===== src/rtl/bcd_mult_sequencer_pkg.sv =====
// Shared widths, indices and state encodings for the 2-digit BCD transform multiplier.
package bcd_mult_sequencer_pkg;

  localparam int unsigned DIG_W  = 4;
  localparam int unsigned MUL_W  = 6;
  localparam int unsigned PROD_W = 12;
  // Wide enough for 4*c_k built from arbitrary 12-bit products.
  localparam int unsigned COEF_W = 15;

  localparam logic [2:0] MUL_LAST   = 3'd5;
  localparam logic [1:0] CARRY_LAST = 2'd3;

  typedef logic [2:0] state_t;

  localparam state_t StIdle   = 3'd0;
  localparam state_t StEval   = 3'd1;
  localparam state_t StMul    = 3'd2;
  localparam state_t StInterp = 3'd3;
  localparam state_t StScale  = 3'd4;
  localparam state_t StCarry  = 3'd5;
  localparam state_t StDone   = 3'd6;

  function automatic logic digit_bad(input logic [DIG_W-1:0] d);
    return d > 4'd9;
  endfunction

endpackage


===== src/rtl/bcd_digit_carry.sv =====
// One decimal carry step: (coefficient, carry in) -> (BCD digit, carry out).
module bcd_digit_carry
  import bcd_mult_sequencer_pkg::*;
(
  input  logic [COEF_W-1:0] coef_i,
  input  logic [COEF_W-1:0] carry_i,
  output logic [DIG_W-1:0]  digit_o,
  output logic [COEF_W-1:0] carry_o
);

  logic [COEF_W-1:0] sum;

  always_comb begin
    sum     = coef_i + carry_i;
    digit_o = DIG_W'(sum % COEF_W'(10));
    carry_o = sum / COEF_W'(10);
  end

endmodule


===== src/rtl/bcd_mult_sequencer.sv =====
// Multi-cycle controller: evaluate at {1,-1,i,-i}, six shared products, interpolate, carry.
module bcd_mult_sequencer
  import bcd_mult_sequencer_pkg::*;
(
  input  logic                 clk,
  input  logic                 rst,
  input  logic                 start,
  input  logic [2*DIG_W-1:0]   a_bcd,
  input  logic [2*DIG_W-1:0]   b_bcd,
  output logic                 busy,
  output logic                 done,
  output logic                 err,
  output logic [4*DIG_W-1:0]   product_bcd,
  output logic                 mul_req,
  output logic [MUL_W-1:0]     mul_a,
  output logic [MUL_W-1:0]     mul_b,
  input  logic                 mul_gnt,
  input  logic [PROD_W-1:0]    mul_p
);

  state_t                    state_q, state_d;
  logic [DIG_W-1:0]          a0_q, a0_d, a1_q, a1_d, b0_q, b0_d, b1_q, b1_d;
  logic [MUL_W-1:0]          ap_q, ap_d, am_q, am_d, bp_q, bp_d, bm_q, bm_d;
  logic [2:0]                k_q, k_d;
  logic [1:0]                j_q, j_d;
  logic signed [PROD_W-1:0]  p_q [6];
  logic signed [PROD_W-1:0]  p_d [6];
  logic signed [COEF_W-1:0]  coef_q [4];
  logic signed [COEF_W-1:0]  coef_d [4];
  logic [COEF_W-1:0]         carry_q, carry_d;
  logic [4*DIG_W-1:0]        prod_q, prod_d;
  logic                      err_q, err_d;

  logic signed [COEF_W-1:0]  sum01, dif01, re2, im2;
  logic [MUL_W-1:0]          sel_a, sel_b;
  logic [DIG_W-1:0]          digit;
  logic [COEF_W-1:0]         carry_out;

  assign busy        = (state_q != StIdle);
  assign done        = (state_q == StDone);
  assign mul_req     = (state_q == StMul);
  assign err         = err_q;
  assign product_bcd = prod_q;

  // Products are signed; the LHS width sign-extends before the add/sub.
  assign sum01 = p_q[0] + p_q[1];
  assign dif01 = p_q[0] - p_q[1];
  assign re2   = (p_q[2] - p_q[3]) <<< 1;
  assign im2   = (p_q[4] + p_q[5]) <<< 1;

  bcd_digit_carry u_carry (
    .coef_i  (coef_q[j_q]),
    .carry_i (carry_q),
    .digit_o (digit),
    .carry_o (carry_out)
  );

  always_comb begin
    sel_a = '0;
    sel_b = '0;
    case (k_q)
      3'd0:    begin sel_a = ap_q;          sel_b = bp_q;          end
      3'd1:    begin sel_a = am_q;          sel_b = bm_q;          end
      3'd2:    begin sel_a = MUL_W'(a0_q);  sel_b = MUL_W'(b0_q);  end
      3'd3:    begin sel_a = MUL_W'(a1_q);  sel_b = MUL_W'(b1_q);  end
      3'd4:    begin sel_a = MUL_W'(a0_q);  sel_b = MUL_W'(b1_q);  end
      3'd5:    begin sel_a = MUL_W'(a1_q);  sel_b = MUL_W'(b0_q);  end
      default: ;
    endcase
    mul_a = mul_req ? sel_a : '0;
    mul_b = mul_req ? sel_b : '0;
  end

  always_comb begin
    state_d = state_q;
    a0_d = a0_q; a1_d = a1_q; b0_d = b0_q; b1_d = b1_q;
    ap_d = ap_q; am_d = am_q; bp_d = bp_q; bm_d = bm_q;
    k_d = k_q;
    j_d = j_q;
    p_d = p_q;
    coef_d = coef_q;
    carry_d = carry_q;
    prod_d = prod_q;
    err_d = err_q;
    case (state_q)
      StIdle: begin
        if (start) begin
          a0_d = a_bcd[DIG_W-1:0];
          a1_d = a_bcd[2*DIG_W-1:DIG_W];
          b0_d = b_bcd[DIG_W-1:0];
          b1_d = b_bcd[2*DIG_W-1:DIG_W];
          err_d = 1'b0;
          state_d = StEval;
        end
      end
      StEval: begin
        ap_d = MUL_W'(a0_q) + MUL_W'(a1_q);
        am_d = MUL_W'(a0_q) - MUL_W'(a1_q);
        bp_d = MUL_W'(b0_q) + MUL_W'(b1_q);
        bm_d = MUL_W'(b0_q) - MUL_W'(b1_q);
        k_d = '0;
        if (digit_bad(a0_q) || digit_bad(a1_q) || digit_bad(b0_q) || digit_bad(b1_q)) begin
          err_d = 1'b1;
          prod_d = '0;
          state_d = StDone;
        end else begin
          state_d = StMul;
        end
      end
      StMul: begin
        if (mul_gnt) begin
          p_d[k_q] = $signed(mul_p);
          if (k_q == MUL_LAST) state_d = StInterp;
          else                 k_d = k_q + 3'd1;
        end
      end
      StInterp: begin
        coef_d[0] = sum01 + re2;
        coef_d[1] = dif01 + im2;
        coef_d[2] = sum01 - re2;
        coef_d[3] = dif01 - im2;
        state_d = StScale;
      end
      StScale: begin
        for (int i = 0; i < 4; i++) begin
          if (coef_q[i][1:0] != 2'b00) err_d = 1'b1;
          coef_d[i] = coef_q[i] >>> 2;
        end
        j_d = '0;
        carry_d = '0;
        state_d = StCarry;
      end
      StCarry: begin
        prod_d[{j_q, 2'b00} +: DIG_W] = digit;
        carry_d = carry_out;
        if (j_q == CARRY_LAST) state_d = StDone;
        else                   j_d = j_q + 2'd1;
      end
      StDone:  state_d = StIdle;
      default: state_d = StIdle;
    endcase
  end

  always_ff @(posedge clk or negedge rst) begin
    if (!rst) begin
      state_q <= StIdle;
      a0_q <= '0; a1_q <= '0; b0_q <= '0; b1_q <= '0;
      ap_q <= '0; am_q <= '0; bp_q <= '0; bm_q <= '0;
      k_q <= '0;
      j_q <= '0;
      for (int i = 0; i < 6; i++) p_q[i] <= '0;
      for (int i = 0; i < 4; i++) coef_q[i] <= '0;
      carry_q <= '0;
      prod_q <= '0;
      err_q <= 1'b0;
    end else begin
      state_q <= state_d;
      a0_q <= a0_d; a1_q <= a1_d; b0_q <= b0_d; b1_q <= b1_d;
      ap_q <= ap_d; am_q <= am_d; bp_q <= bp_d; bm_q <= bm_d;
      k_q <= k_d;
      j_q <= j_d;
      for (int i = 0; i < 6; i++) p_q[i] <= p_d[i];
      for (int i = 0; i < 4; i++) coef_q[i] <= coef_d[i];
      carry_q <= carry_d;
      prod_q <= prod_d;
      err_q <= err_d;
    end
  end

endmodule


===== config.mk =====
export PLATFORM = sky130hd
export DESIGN_NAME = bcd_mult_sequencer
export DESIGN_NICKNAME = d
export VERILOG_FILES = /design/src/rtl/bcd_mult_sequencer_pkg.sv /design/src/rtl/bcd_digit_carry.sv /design/src/rtl/bcd_mult_sequencer.sv
export SDC_FILE = /design/constraint.sdc
export NUM_CORES = 1
export LEC_CHECK = 0
export BUFFER_PORTS_ARGS = -buffer_cell sky130_fd_sc_hd__buf_4
export CAP_MARGIN = 20
export CORE_ASPECT_RATIO = 0.9
export CORE_MARGIN = 5
export CORE_UTILIZATION = 37
export CTS_CLUSTER_DIAMETER = 50
export DETAILED_ROUTE_END_ITERATION = 8
export MAX_ROUTING_LAYER = met4
export SLEW_MARGIN = 5
export SYNTH_ARGS = -nofsm -noshare
export SYNTH_HDL_FRONTEND = slang
export SYNTH_SLANG_ARGS = --single-unit
export TNS_END_PERCENT = 50

===== constraint.sdc =====
create_clock -name clk -period 8.6 [get_ports clk]
set_clock_uncertainty 0.1 [all_clocks]
set_input_delay 0 -clock clk [delete_from_list [all_inputs] [get_ports clk]]
set_output_delay 0 -clock clk [all_outputs]
set_load 0.02 [all_outputs]

# [Word level (Yosys, flattened, before mapping)]
# Cells that the tools add are included.
[totals] ff_bits=212 in_bits=32 output_inout_bits=32 elab_cells=139
[op_classes] n_addsub=16 div=2 n_lt_le_gt_ge=7 eq_ne=20 shift=2 mux=33 n_bitwise=3 n_reduce_logical=28
[ops] cell="$pmux W60 S2" n=1
[ops] cell="$bwmux W72" n=1
[ops] cell="$pmux W6 S4" n=2
[ops] cell="$demux W12 S3" n=1
[ops] cell="$pmux W16 S2" n=1
[ops] cell="$add A13 B14 Y15" n=2
[ops] cell="$bmux W15 S2" n=1
[ops] cell="$mux W15" n=2
[ops] cell="$pmux W15 S2" n=1
[ops] cell="$sub A13 B14 Y15" n=2
[ops] cell="$add A12 B12 Y13" n=2
[ops] cell="$sub A12 B12 Y13" n=2
[ops] cell="$mux W3" n=7
[ops] cell="$pmux W3 S6" n=1
[ops] cell="$bwmux W16" n=1
[ops] cell="$gt A4 B4 Y1 const B" n=4
[ops] cell="$mux W16" n=1
[ops] cell="$reduce_bool A2 Y1" n=8
[ops] cell="$shift A4 B6 Y16 const A" n=1
[ops] cell="$shiftx A4 B6 Y16" n=1
[ops] cell="$add A15 B15 Y15" n=1
[ops] cell="$div A15 B4 Y15 const B" n=1
[ops] cell="$eq A3 B3 Y1 const B" n=5
[ops] cell="$mod A15 B4 Y15 const B" n=1
[ops] cell="32 further kinds" n=61

# [Longest topological paths before layout]
# Gate-level depths: netlist of the first run.
[depth] ltp_word=9 mapped_depth=34

# [Modules after synthesis]
# Synthesis of the first run repeated with hierarchy kept, for this count alone.
[unflattened] hier_cells=1786 area_unflattened_um2=16395.7
[by_module_without_submodules] module="bcd_mult_sequencer" n_inst=1 cells_each=1425 area_each_um2=13914.6
[by_module_without_submodules] module="bcd_digit_carry" n_inst=1 cells_each=361 area_each_um2=2481.1

# [Worst setup path before layout of the first run]
# Ideal clock, no wire load.
[synth_timing] path_type="register to register" from="reg j_q[0]" to="reg prod_q[14], in the netlist product_bcd[14]" setup_time_ps=96 arrival_time_ps=7230 t_required_ps=8404 slack_ps=1174 path_stages_with_launch=31 path_buffers=5 synth_period_minus_slack_ps=7426 path_cell_list="dfrtp_1 > buf_4 > clkbuf_1 > buf_1 > mux4_2 > ha_1 > buf_6 > a211oi_4 > o21ai_2 > a2111oi_4 > xnor2_1 > xor3_1 > or3_4 > a31oi_4 > nor2_2 > a221o_1 > a221oi_2 > and2_4 > buf_6 > nor2_1 > a211oi_1 > mux2i_2 > a21oi_1 > nand2_1 > nand2_1 > ha_1 > nand2_1 > and3_1 > a211o_1 > o211a_1 > o31ai_1"
[synth_via] elab_chain_cells=9
[synth_lines] item="start: declaration" line="bcd_mult_sequencer.sv:25" source="logic [1:0] j_q, j_d;"
[synth_lines] item="start signal: assignment" line="bcd_mult_sequencer.sv:161" source="j_q <= j_d;"
[synth_lines] item="$not A2 Y3 (not written as such)" line="bcd_mult_sequencer.sv:52" source=".coef_i (coef_q[j_q]),"
[synth_lines] item="$bmux W15 S2" line="bcd_mult_sequencer.sv:52"
[synth_lines] item="$mux W15 (not written as such) (2 in a row)" line="bcd_mult_sequencer.sv:52"
[synth_lines] item="$add A15 B15 Y15" line="bcd_digit_carry.sv:14" source="sum = coef_i + carry_i;"
[synth_lines] item="$mod A15 B4 Y15" line="bcd_digit_carry.sv:15" source="digit_o = DIG_W'(sum % COEF_W'(10));"
[synth_lines] item="$shiftx A4 B6 Y16" line="bcd_mult_sequencer.sv:134" source="prod_d[{j_q, 2'b00} +: DIG_W] = digit;"
[synth_lines] item="$bwmux W16 (*)" line="bcd_mult_sequencer.sv:134"
[synth_lines] item="$pmux W16 S2 (*)" line="bcd_mult_sequencer.sv:85" source="case (state_q)"
[synth_lines] item="end signal: assignment" line="bcd_mult_sequencer.sv:165" source="prod_q <= prod_d;"
[synth_lines] item="end: declaration" line="bcd_mult_sequencer.sv:31" source="logic [4*DIG_W-1:0] prod_q, prod_d;"
# Mark *: on every way between the ends. The rest lies on a longest branch, timed or not. The select of a mux whose other input is x is not followed.
# A chain may end at the register's enable or synchronous reset.

# [Worst setup path after layout of the first run]
[layout_timing] from="reg j_q[0]" to="reg prod_q[6], in the netlist product_bcd[6]"
# The elaborated chain is that of the path after synthesis.

==> flow_metrics.env, run 1 <==
export IMPL_synth_ff_type="dfrtp_1"
export IMPL_ys_seq_area_frac=0.330
export IMPL_gp_congestion=0.892
export IMPL_gr_usage_met3=0.0194
export IMPL_cts_max_path_buffers=3
export IMPL_synth_area_per_cell_um2=9.28
export IMPL_firstDrtPassIters=7
export IMPL_fin_nets=1897
export IMPL_ys_ff_latch=203
export IMPL_max_slew_worst_pin_slew_ns=1.06
export IMPL_grt_max_degree=72
export IMPL_via_per_inst=5.39
export IMPL_synth_area_leaders="dfrtp_1 (33%), ha_1 (11%), mux2_2 (6.3%)"
export IMPL_io_buffer_count=63
export IMPL_met2_usage=0.278
export IMPL_synth_top_area_cell="dfrtp_1"
export IMPL_rsz0062_at_grt="no"
export IMPL_grt_usage=0.172
export IMPL_yosysUniqueCellTypes=90
export IMPL_maxSlewHeadroom=0.290
export IMPL_drc=0
export IMPL_rows=70
export IMPL_clock_sinks=203
export IMPL_initial_core_util=0.376
export IMPL_finalCriticalPeriod_ns=7.81
export IMPL_worstPathMaxFanout=15
export IMPL_async_flop_share=1.00
export IMPL_avgRoutedWirePerCell_um=17.0
export IMPL_synth_most_common_cell="dfrtp_1"
export IMPL_netlist_top_cells_count="dfrtp_1 (203), nor2_1 (148), ha_1 (137)"
export IMPL_antennaDiodeCount=0
export IMPL_die_area_um2=45800
export IMPL_postSynthCellCount=1658
export IMPL_tritoncts="built"
export IMPL_die_h_um=203
export IMPL_drt_iter0_markers=870
export IMPL_synth_area_um2=15400
export IMPL_nFillCells=3960
export IMPL_drive_gt1_frac=0.147
export IMPL_htreeDepth=1
export IMPL_antenna_found_initial=0
export IMPL_rrSetupSlack_ns=0.79
export IMPL_synth_nets=1840
export IMPL_cp_required_ns=8.93
export IMPL_grt_pass1_wl_um=63700
export IMPL_clk_pin_slew_ns=0.06
export IMPL_cts_setup_buffers=0
export IMPL_gr_total_overflow=0
export IMPL_hold_path_class="primary input to flop"
export IMPL_final_setup_tns_ns=0
export IMPL_min_period_over_period=0.908
export IMPL_critPathArrivalTime_ns=8.14
export IMPL_startpoint_type="flop"
export IMPL_clk_latency_ns=0.53
export IMPL_crit_path_end_kind="flop"
export IMPL_dpl_hpwl_um=29200
export IMPL_path_class="flop to flop"
export IMPL_synthToLayoutAreaGrowth_pct=14.3
export IMPL_status="completed"
export IMPL_drv_slew=0
export IMPL_wirelength_um=38700
export IMPL_numCtsBuffers=27
export IMPL_busiest_layer="met2"
export IMPL_first_global_vias=12197
export IMPL_synth_edff_count=0
export IMPL_ios=64
export IMPL_cts_root_buf="clkbuf_16"
export IMPL_core_um2=40900
export IMPL_num_vias=12260
export IMPL_use_met1=0.233
export IMPL_dieWidth_um=225
export IMPL_maxCapViolations=0
export IMPL_cts_resized=0
export IMPL_finalSetupViolCount=0
export IMPL_yosysWarnings=0
export IMPL_yosysTopAreaCellShare=0.330
export IMPL_finalHoldViolCount=0
export IMPL_ant_nets=0
export IMPL_max_freq_mhz=128
## worst max-delay path, stage by stage, from the launching register on
cell,delay (ns)
dfrtp_1,0.38
buf_4,0.26
mux4_2,0.58
fa_1,0.54
a211oi_4,0.31
o21ai_2,0.14
a2111oi_4,0.36
mux2_2,0.52
nand2_1,0.18
nor2_1,0.09
or3_4,0.42
or3_1,0.37
a211o_1,0.32
o211ai_2,0.15
or2_1,0.34
o22ai_2,0.14
a211oi_1,0.51
mux2i_2,0.26
a21oi_1,0.19
nand2_1,0.06
nand2_1,0.10
ha_1,0.24
nand2_1,0.10
and3_1,0.20
a211o_1,0.36
o211a_1,0.20
o31ai_1,0.27
## metal layers
metal  vias up  part of all wire
met5         -                 0
met4         0             0.016
met3        45             0.038
met2       256              0.47
met1      5913              0.48
li1       6046                 -
## per-stage QoR
| stage | instances | instance area [um^2] | hold WS, ns | setup slack (ns) | util |
|---|---|---|---|---|---|
| floorplan | 1658 | 15400 | -0.396 | 1.17 | - |
| detailed placement | 2192 | 16300 | -0.0536 | 0.893 | 0.399 |
| CTS | 2273 | 17600 | 0.0927 | 0.849 | 0.430 |
| global placement | 2192 | 16300 | -0.0546 | 1.14 | 0.399 |
| global route | 2273 | 17600 | 0.138 | 0.280 | 0.430 |
| finish | 2273 | 17600 | 0.121 | 0.789 | 0.430 |
## area by class of cell
class | count | area, um^2 | share of cell area
inverter | 113 | 424 | 0.0241
multi-input combinational | 1258 | 9530 | 0.542
sequential | 203 | 5080 | 0.289
tap | 540 | 676 | 0.0384
timing repair buffer | 112 | 950 | 0.0540
clock inverter | 10 | 160 | 0.00911
clock buffer | 37 | 763 | 0.0434
## logic make-up (layout without fill, tap and decap cells)
kind of cell,count (synthesis),in the layout,synth area share
AOI/OAI and AO/OA,478,478,0.212
and+or+nand+nor,404,404,0.120
DFF,203,203,0.330
buffers and inverters,197,272,0.0513
adders and majority gates,151,151,0.129
xor gates and xnor gates,114,114,0.0659
muxes,111,111,0.0917
## final timing paths
kind | from | endpoint | cells after the start
worst min-delay path | b_bcd[7] | b1_q[3]$_DFFE_PN0P_ | 4
worst max-delay path | j_q[0]$_DFFE_PN0P_ | product_bcd[6]$_DFFE_PN0P_ | 26
worst min register to register | am_q[1]$_DFFE_PN0P_ | am_q[1]$_DFFE_PN0P_ | 2
worst max register to register | j_q[0]$_DFFE_PN0P_ | product_bcd[6]$_DFFE_PN0P_ | 26
min in group asynchronous | rst | a1_q[3]$_DFFE_PN0P_ | 4
max in group asynchronous | rst | coef_q[3]$_DFFE_PN0P_ | 4
## timing repair
action,CTS,global route
hold buffers,34,0
hold endpoints to repair,155,0
setup endpoints to repair,0,0
## state kept, by name, summed over array words and instances, names as in the netlist
| name | cells |
|---|---|
| am_q | 4 |
| a0_q | 4 |
| a1_q | 4 |
| b0_q | 4 |
| coef_q | 60 |
| j_q | 2 |
| carry_q | 12 |
| p_q | 72 |
| ap_q | 5 |
| state_q | 3 |
| bp_q | 5 |
| product_bcd | 16 |
| b1_q | 4 |
| k_q | 3 |
| err | 1 |
| bm_q | 4 |
## cell usage in the layout, fill, tap and decap left out, types with 24 or more instances in the layout
master,n
dfrtp_1,203
xor2_1,34
nand2_1,123
xnor2_1,79
ha_1,137
a22oi_1,51
o21ai_0,123
o21bai_1,47
a21oi_1,101
dlygate4sd3_1,33
buf_4,77
clkbuf_16,27
nand3_1,24
mux2_2,86
inv_1,112
nor2_1,147
Power of run 1 is left out: the tool's default activity adds up to more than one toggle a clock period on the data nets, which glitch-free logic cannot reach.
==> run 2: changes to the inputs <==
--- a/config.mk
+++ b/config.mk
@@ -7,12 +7,15 @@
 export LEC_CHECK = 0
 export BUFFER_PORTS_ARGS = -buffer_cell sky130_fd_sc_hd__buf_4
 export CAP_MARGIN = 20
+export CELL_PAD_IN_SITES_DETAIL_PLACEMENT = 1
+export CELL_PAD_IN_SITES_GLOBAL_PLACEMENT = 2
 export CORE_ASPECT_RATIO = 0.9
 export CORE_MARGIN = 5
 export CORE_UTILIZATION = 37
 export CTS_CLUSTER_DIAMETER = 50
 export DETAILED_ROUTE_END_ITERATION = 8
 export MAX_ROUTING_LAYER = met4
+export PLACE_DENSITY_LB_ADDON = 0.1
 export SLEW_MARGIN = 5
 export SYNTH_ARGS = -nofsm -noshare
 export SYNTH_HDL_FRONTEND = slang
==> flow_metrics.env, run 2 (synthesis gave the netlist of run 1 again) <==
export IMPL_status="completed"
export IMPL_largest_register="p_q"
export IMPL_gr_total_overflow=0
export IMPL_hold_path_class="primary input to flop"
export IMPL_multiInputGateArea_um2=9530
export IMPL_worstPathMaxFanout=15
export IMPL_cpMostUsedCell="nand2_1"
export IMPL_initial_core_util=0.376
export IMPL_cts_root_buf="clkbuf_16"
export IMPL_min_period_over_period=0.921
export IMPL_dieWidth_um=225
export IMPL_num_vias=12315
export IMPL_dpl_hpwl_um=31800
export IMPL_cpPeakStageDelay_ns=0.60
export IMPL_cts_resized=0
export IMPL_die_area_um2=45800
export IMPL_ios=64
export IMPL_grt_usage=0.189
export IMPL_finalSetupViolCount=0
export IMPL_core_um2=40900
export IMPL_clk_pin_slew_ns=0.06
export IMPL_startpoint_type="flop"
export IMPL_drc=0
export IMPL_antenna_found_initial=1
export IMPL_drv_slew=0
export IMPL_max_freq_mhz=126
export IMPL_die_h_um=203
export IMPL_layout_common_cells="dfrtp_1 (203), nor2_1 (147), ha_1 (137)"
export IMPL_nFillCells=4663
export IMPL_gp_congestion=0.834
export IMPL_rows=70
export IMPL_final_setup_tns_ns=0
export IMPL_grt_pass1_wl_um=69800
export IMPL_finalHoldViolCount=0
export IMPL_cts_setup_buffers=0
export IMPL_ant_nets=0
export IMPL_fin_nets=1905
export IMPL_first_global_vias=12947
export IMPL_largest_reg_flops=72
export IMPL_cp_slowest_cell="dfrtp_1"
export IMPL_hold_buffers=36
export IMPL_finalCriticalPeriod_ns=7.92
export IMPL_drt_iter0_markers=586
export IMPL_cp_required_ns=8.97
export IMPL_path_delay_family="compound AO/OA/AOI/OAI gates"
export IMPL_rsz0062_at_grt="no"
export IMPL_drive_gt1_frac=0.150
export IMPL_tritoncts="built"
export IMPL_layout_commonest_cell="dfrtp_1"
export IMPL_grt_max_degree=75
export IMPL_path_class="flop to flop"
export IMPL_avgRoutedWirePerCell_um=18.6
export IMPL_path_buf_inv=1
export IMPL_critPathArrivalTime_ns=8.28
export IMPL_register_area_um2=5080
export IMPL_maxSlewHeadroom=0.341
export IMPL_synthToLayoutAreaGrowth_pct=15.5
export IMPL_maxCapViolations=0
export IMPL_max_slew_worst_pin_slew_ns=0.988
export IMPL_crit_path_end_kind="flop"
export IMPL_cts_max_path_buffers=3
export IMPL_wirelength_um=42500
export IMPL_firstDrtPassIters=5
export IMPL_io_buffer_count=63
export IMPL_htreeDepth=1
export IMPL_clk_latency_ns=0.57
export IMPL_numCtsBuffers=30
export IMPL_clock_sinks=203
export IMPL_via_per_inst=5.39
[run 2: cell types whose count changed in the layout (fill, tap and decap cells not counted), sizes merged]
cell         change
buf              +3
bufinv           +1
clkinv           +1
clkinvlp         +2
diode            +1
dlygate4sd3      +2
[run 2: final cells by class]
cell class / instances / area share
Timing Repair Buffer: 117 / 0.0568
Sequential cell: 203 / 0.286
Multi-Input combinational cell: 1258 / 0.536
Tap cell: 540 / 0.0380
Antenna cell: 1 / 0.000141
Clock buffer: 37 / 0.0461
Clock inverter: 14 / 0.0127
Inverter: 113 / 0.0239
[run 2: final timing paths]
check	from	to	slack, ns	cells after the start
min	a_bcd[1]	a0_q[1]$_DFFE_PN0P_	0.11	4
min in group asynchronous	rst	p_q[46]$_DFFE_PN0P_	0.53	4
max reg2reg	j_q[0]$_DFFE_PN0P_	product_bcd[10]$_DFFE_PN0P_	0.68	26
max in group asynchronous	rst	coef_q[52]$_DFFE_PN0P_	6.93	4
max	j_q[0]$_DFFE_PN0P_	product_bcd[10]$_DFFE_PN0P_	0.68	26
min reg2reg	product_bcd[9]$_DFFE_PN0P_	product_bcd[9]$_DFFE_PN0P_	0.38	2
[run 2: per-stage QoR]
stage          hold slack [ns]  area [um^2]  setup slack (ns)   util  instances
2_1_floorplan           -0.396        15400              1.17      -       1658
3_3_place_gp           -0.0451        16300             0.932  0.399       2194
3_5_place_dp           -0.0383        16300             0.711  0.399       2194
4_1_cts                 0.0697        17700             0.688  0.434       2281
5_1_grt                 0.0990        17800            0.0141  0.434       2283
6_report                 0.106        17800             0.682  0.434       2283
[run 2: routing by layer]
metal	part of all wire	GRT usage
met1	0.50	0.272
met2	0.46	0.295
met5	0	-
met3	0.023	0.0216
met4	0.016	0.0309
[run 2: worst reg2reg max path, cell delays in order (launching register included)]
cell and delay (ns):
dfrtp_1 0.60, buf_12 0.23, mux4_2 0.56, fa_1 0.53
a211oi_4 0.33, o21ai_2 0.16, a2111oi_4 0.38, mux2_2 0.52
nand2_1 0.18, nor2_1 0.08, or3_4 0.42, or3_1 0.35
a211o_1 0.31, o211ai_2 0.16, or2_1 0.36, o22ai_2 0.13
a211oi_1 0.43, mux2i_2 0.25, a21oi_1 0.23, nand2_1 0.07
nand2_1 0.06, ha_1 0.24, nand2_1 0.09, and3_1 0.21
a211o_1 0.36, o211a_1 0.20, o31ai_1 0.28
Power of run 2 is left out for the same reason.
==> run 3: changes to the inputs <==
--- a/config.mk
+++ b/config.mk
@@ -15,7 +15,7 @@
 export CTS_CLUSTER_DIAMETER = 50
 export DETAILED_ROUTE_END_ITERATION = 8
 export MAX_ROUTING_LAYER = met4
-export PLACE_DENSITY_LB_ADDON = 0.1
+export PLACE_DENSITY_LB_ADDON = 0.25
 export SLEW_MARGIN = 5
 export SYNTH_ARGS = -nofsm -noshare
 export SYNTH_HDL_FRONTEND = slang
==> flow_metrics.env, run 3 (synthesis gave the netlist of run 1 again) <==
export IMPL_status="finished with violations"
export IMPL_violations="negative hold slack"
export IMPL_final_setup_tns_ns=0
export IMPL_rows=70
export IMPL_fin_nets=1903
export IMPL_numCtsBuffers=30
export IMPL_drt_iter0_markers=512
export IMPL_dieWidth_um=225
export IMPL_cts_setup_buffers=0
export IMPL_firstDrtPassIters=5
export IMPL_clk_pin_slew_ns=0.06
export IMPL_gp_congestion=0.847
export IMPL_min_period_over_period=0.920
export IMPL_grt_max_degree=87
export IMPL_cpMostUsedCell="nand2_1"
export IMPL_critPathArrivalTime_ns=8.27
export IMPL_avgRoutedWirePerCell_um=18.2
export IMPL_nFillCells=4662
export IMPL_drv_slew=0
export IMPL_clock_sinks=203
export IMPL_max_slew_worst_pin_slew_ns=1.05
export IMPL_antennaDiodeCount=0
export IMPL_startpoint_type="flop"
export IMPL_hold_path_class="primary input to async pin"
export IMPL_cp_required_ns=8.96
export IMPL_path_delay_family="compound AO/OA/AOI/OAI gates"
export IMPL_grt_pass1_wl_um=69200
export IMPL_ant_nets=0
export IMPL_first_global_vias=13056
export IMPL_dpl_hpwl_um=31400
export IMPL_finalSetupViolCount=0
export IMPL_cts_max_path_buffers=3
export IMPL_layout_common_cells="dfrtp_1 (202), nor2_1 (147), ha_1 (137)"
export IMPL_core_um2=40900
export IMPL_gr_total_overflow=0
export IMPL_cpPeakStageDelay_ns=0.55
export IMPL_finalCriticalPeriod_ns=7.91
export IMPL_fin_util=0.434
export IMPL_wirelength_um=41500
export IMPL_tritoncts="built"
export IMPL_rsz0062_at_grt="no"
export IMPL_crit_path_end_kind="flop"
export IMPL_worstPathMaxFanout=14
export IMPL_largest_register="p_q"
export IMPL_holdWs_ns=-0.00835
export IMPL_path_class="flop to flop"
export IMPL_via_per_inst=5.39
export IMPL_maxCapViolations=0
export IMPL_antenna_found_initial=0
export IMPL_cts_root_buf="clkbuf_16"
export IMPL_max_freq_mhz=126
export IMPL_cp_slowest_cell="mux4_2"
export IMPL_num_vias=12321
export IMPL_initial_core_util=0.376
export IMPL_multiInputGateArea_um2=9540
export IMPL_ios=64
export IMPL_finalHoldViolCount=4
export IMPL_htreeDepth=1
export IMPL_drive_gt1_frac=0.153
export IMPL_io_buffer_count=63
export IMPL_drc=0
export IMPL_maxSlewHeadroom=0.292
export IMPL_layout_commonest_cell="dfrtp_1"
export IMPL_register_area_um2=5080
export IMPL_largest_reg_flops=72
export IMPL_grt_usage=0.185
export IMPL_die_h_um=203
export IMPL_path_buf_inv=1
export IMPL_synthToLayoutAreaGrowth_pct=15.3
export IMPL_clk_latency_ns=0.56
export IMPL_die_area_um2=45800
==> run 3: worst paths after layout <==
kind,slack [ns],from,cells after the start,to
worst max-delay path,0.69,j_q[0]$_DFFE_PN0P_,26,product_bcd[10]$_DFFE_PN0P_
worst min-delay path,-0.008,rst,3,p_q[45]$_DFFE_PN0P_
worst max register to register,0.69,j_q[0]$_DFFE_PN0P_,26,product_bcd[10]$_DFFE_PN0P_
worst min register to register,0.38,bm_q[2]$_DFFE_PN0P_,2,bm_q[2]$_DFFE_PN0P_
max in group asynchronous,7.63,rst,3,carry_q[4]$_DFFE_PN0N_
min in group clk,0.10,a_bcd[7],4,a1_q[3]$_DFFE_PN0P_
==> run 3: area by class of cell <==
cell class | instances | area share
clock buffers | 34 | 0.0437
clock inverters | 21 | 0.0151
inverters | 113 | 0.0239
multi-input cells | 1258 | 0.538
flip-flops and latches | 203 | 0.286
well taps | 540 | 0.0381
repair buffers | 115 | 0.0551
==> run 3: tightest hold or removal path, stage by stage <==
cell           delay, ns
dlygate4sd3_1       0.54
clkbuf_8            0.18
buf_16              0.34
==> run 3: what timing repair did <==
| item | in CTS | in global routing |
|---|---|---|
| resized for setup | 0 | 3 |
| endpoints found under the hold margin | 179 | 0 |
| hold buffers | 36 | 0 |
| setup endpoints to repair | 0 | 9 |
==> run 3: routing by layer <==
layer  vias to the layer above  global-route usage  share of wire
li1                       6077                   -              -
met1                      6099               0.262           0.50
met2                       111               0.297           0.47
met3                        34              0.0212          0.021
met4                         0              0.0235          0.010
met5                         -                   -              0
==> run 3: per-stage QoR <==
stage / std cells / cell area [um^2] / worst slack, ns
after detailed placement: 2193 / 16300 / 0.482
after CTS: 2284 / 17700 / 0.473
after global placement: 2193 / 16300 / 0.767
after floorplan: 1658 / 15400 / 1.17
final: 2284 / 17700 / 0.688
after global routing: 2284 / 17700 / 0.0300
Power of run 3 is left out for the same reason.
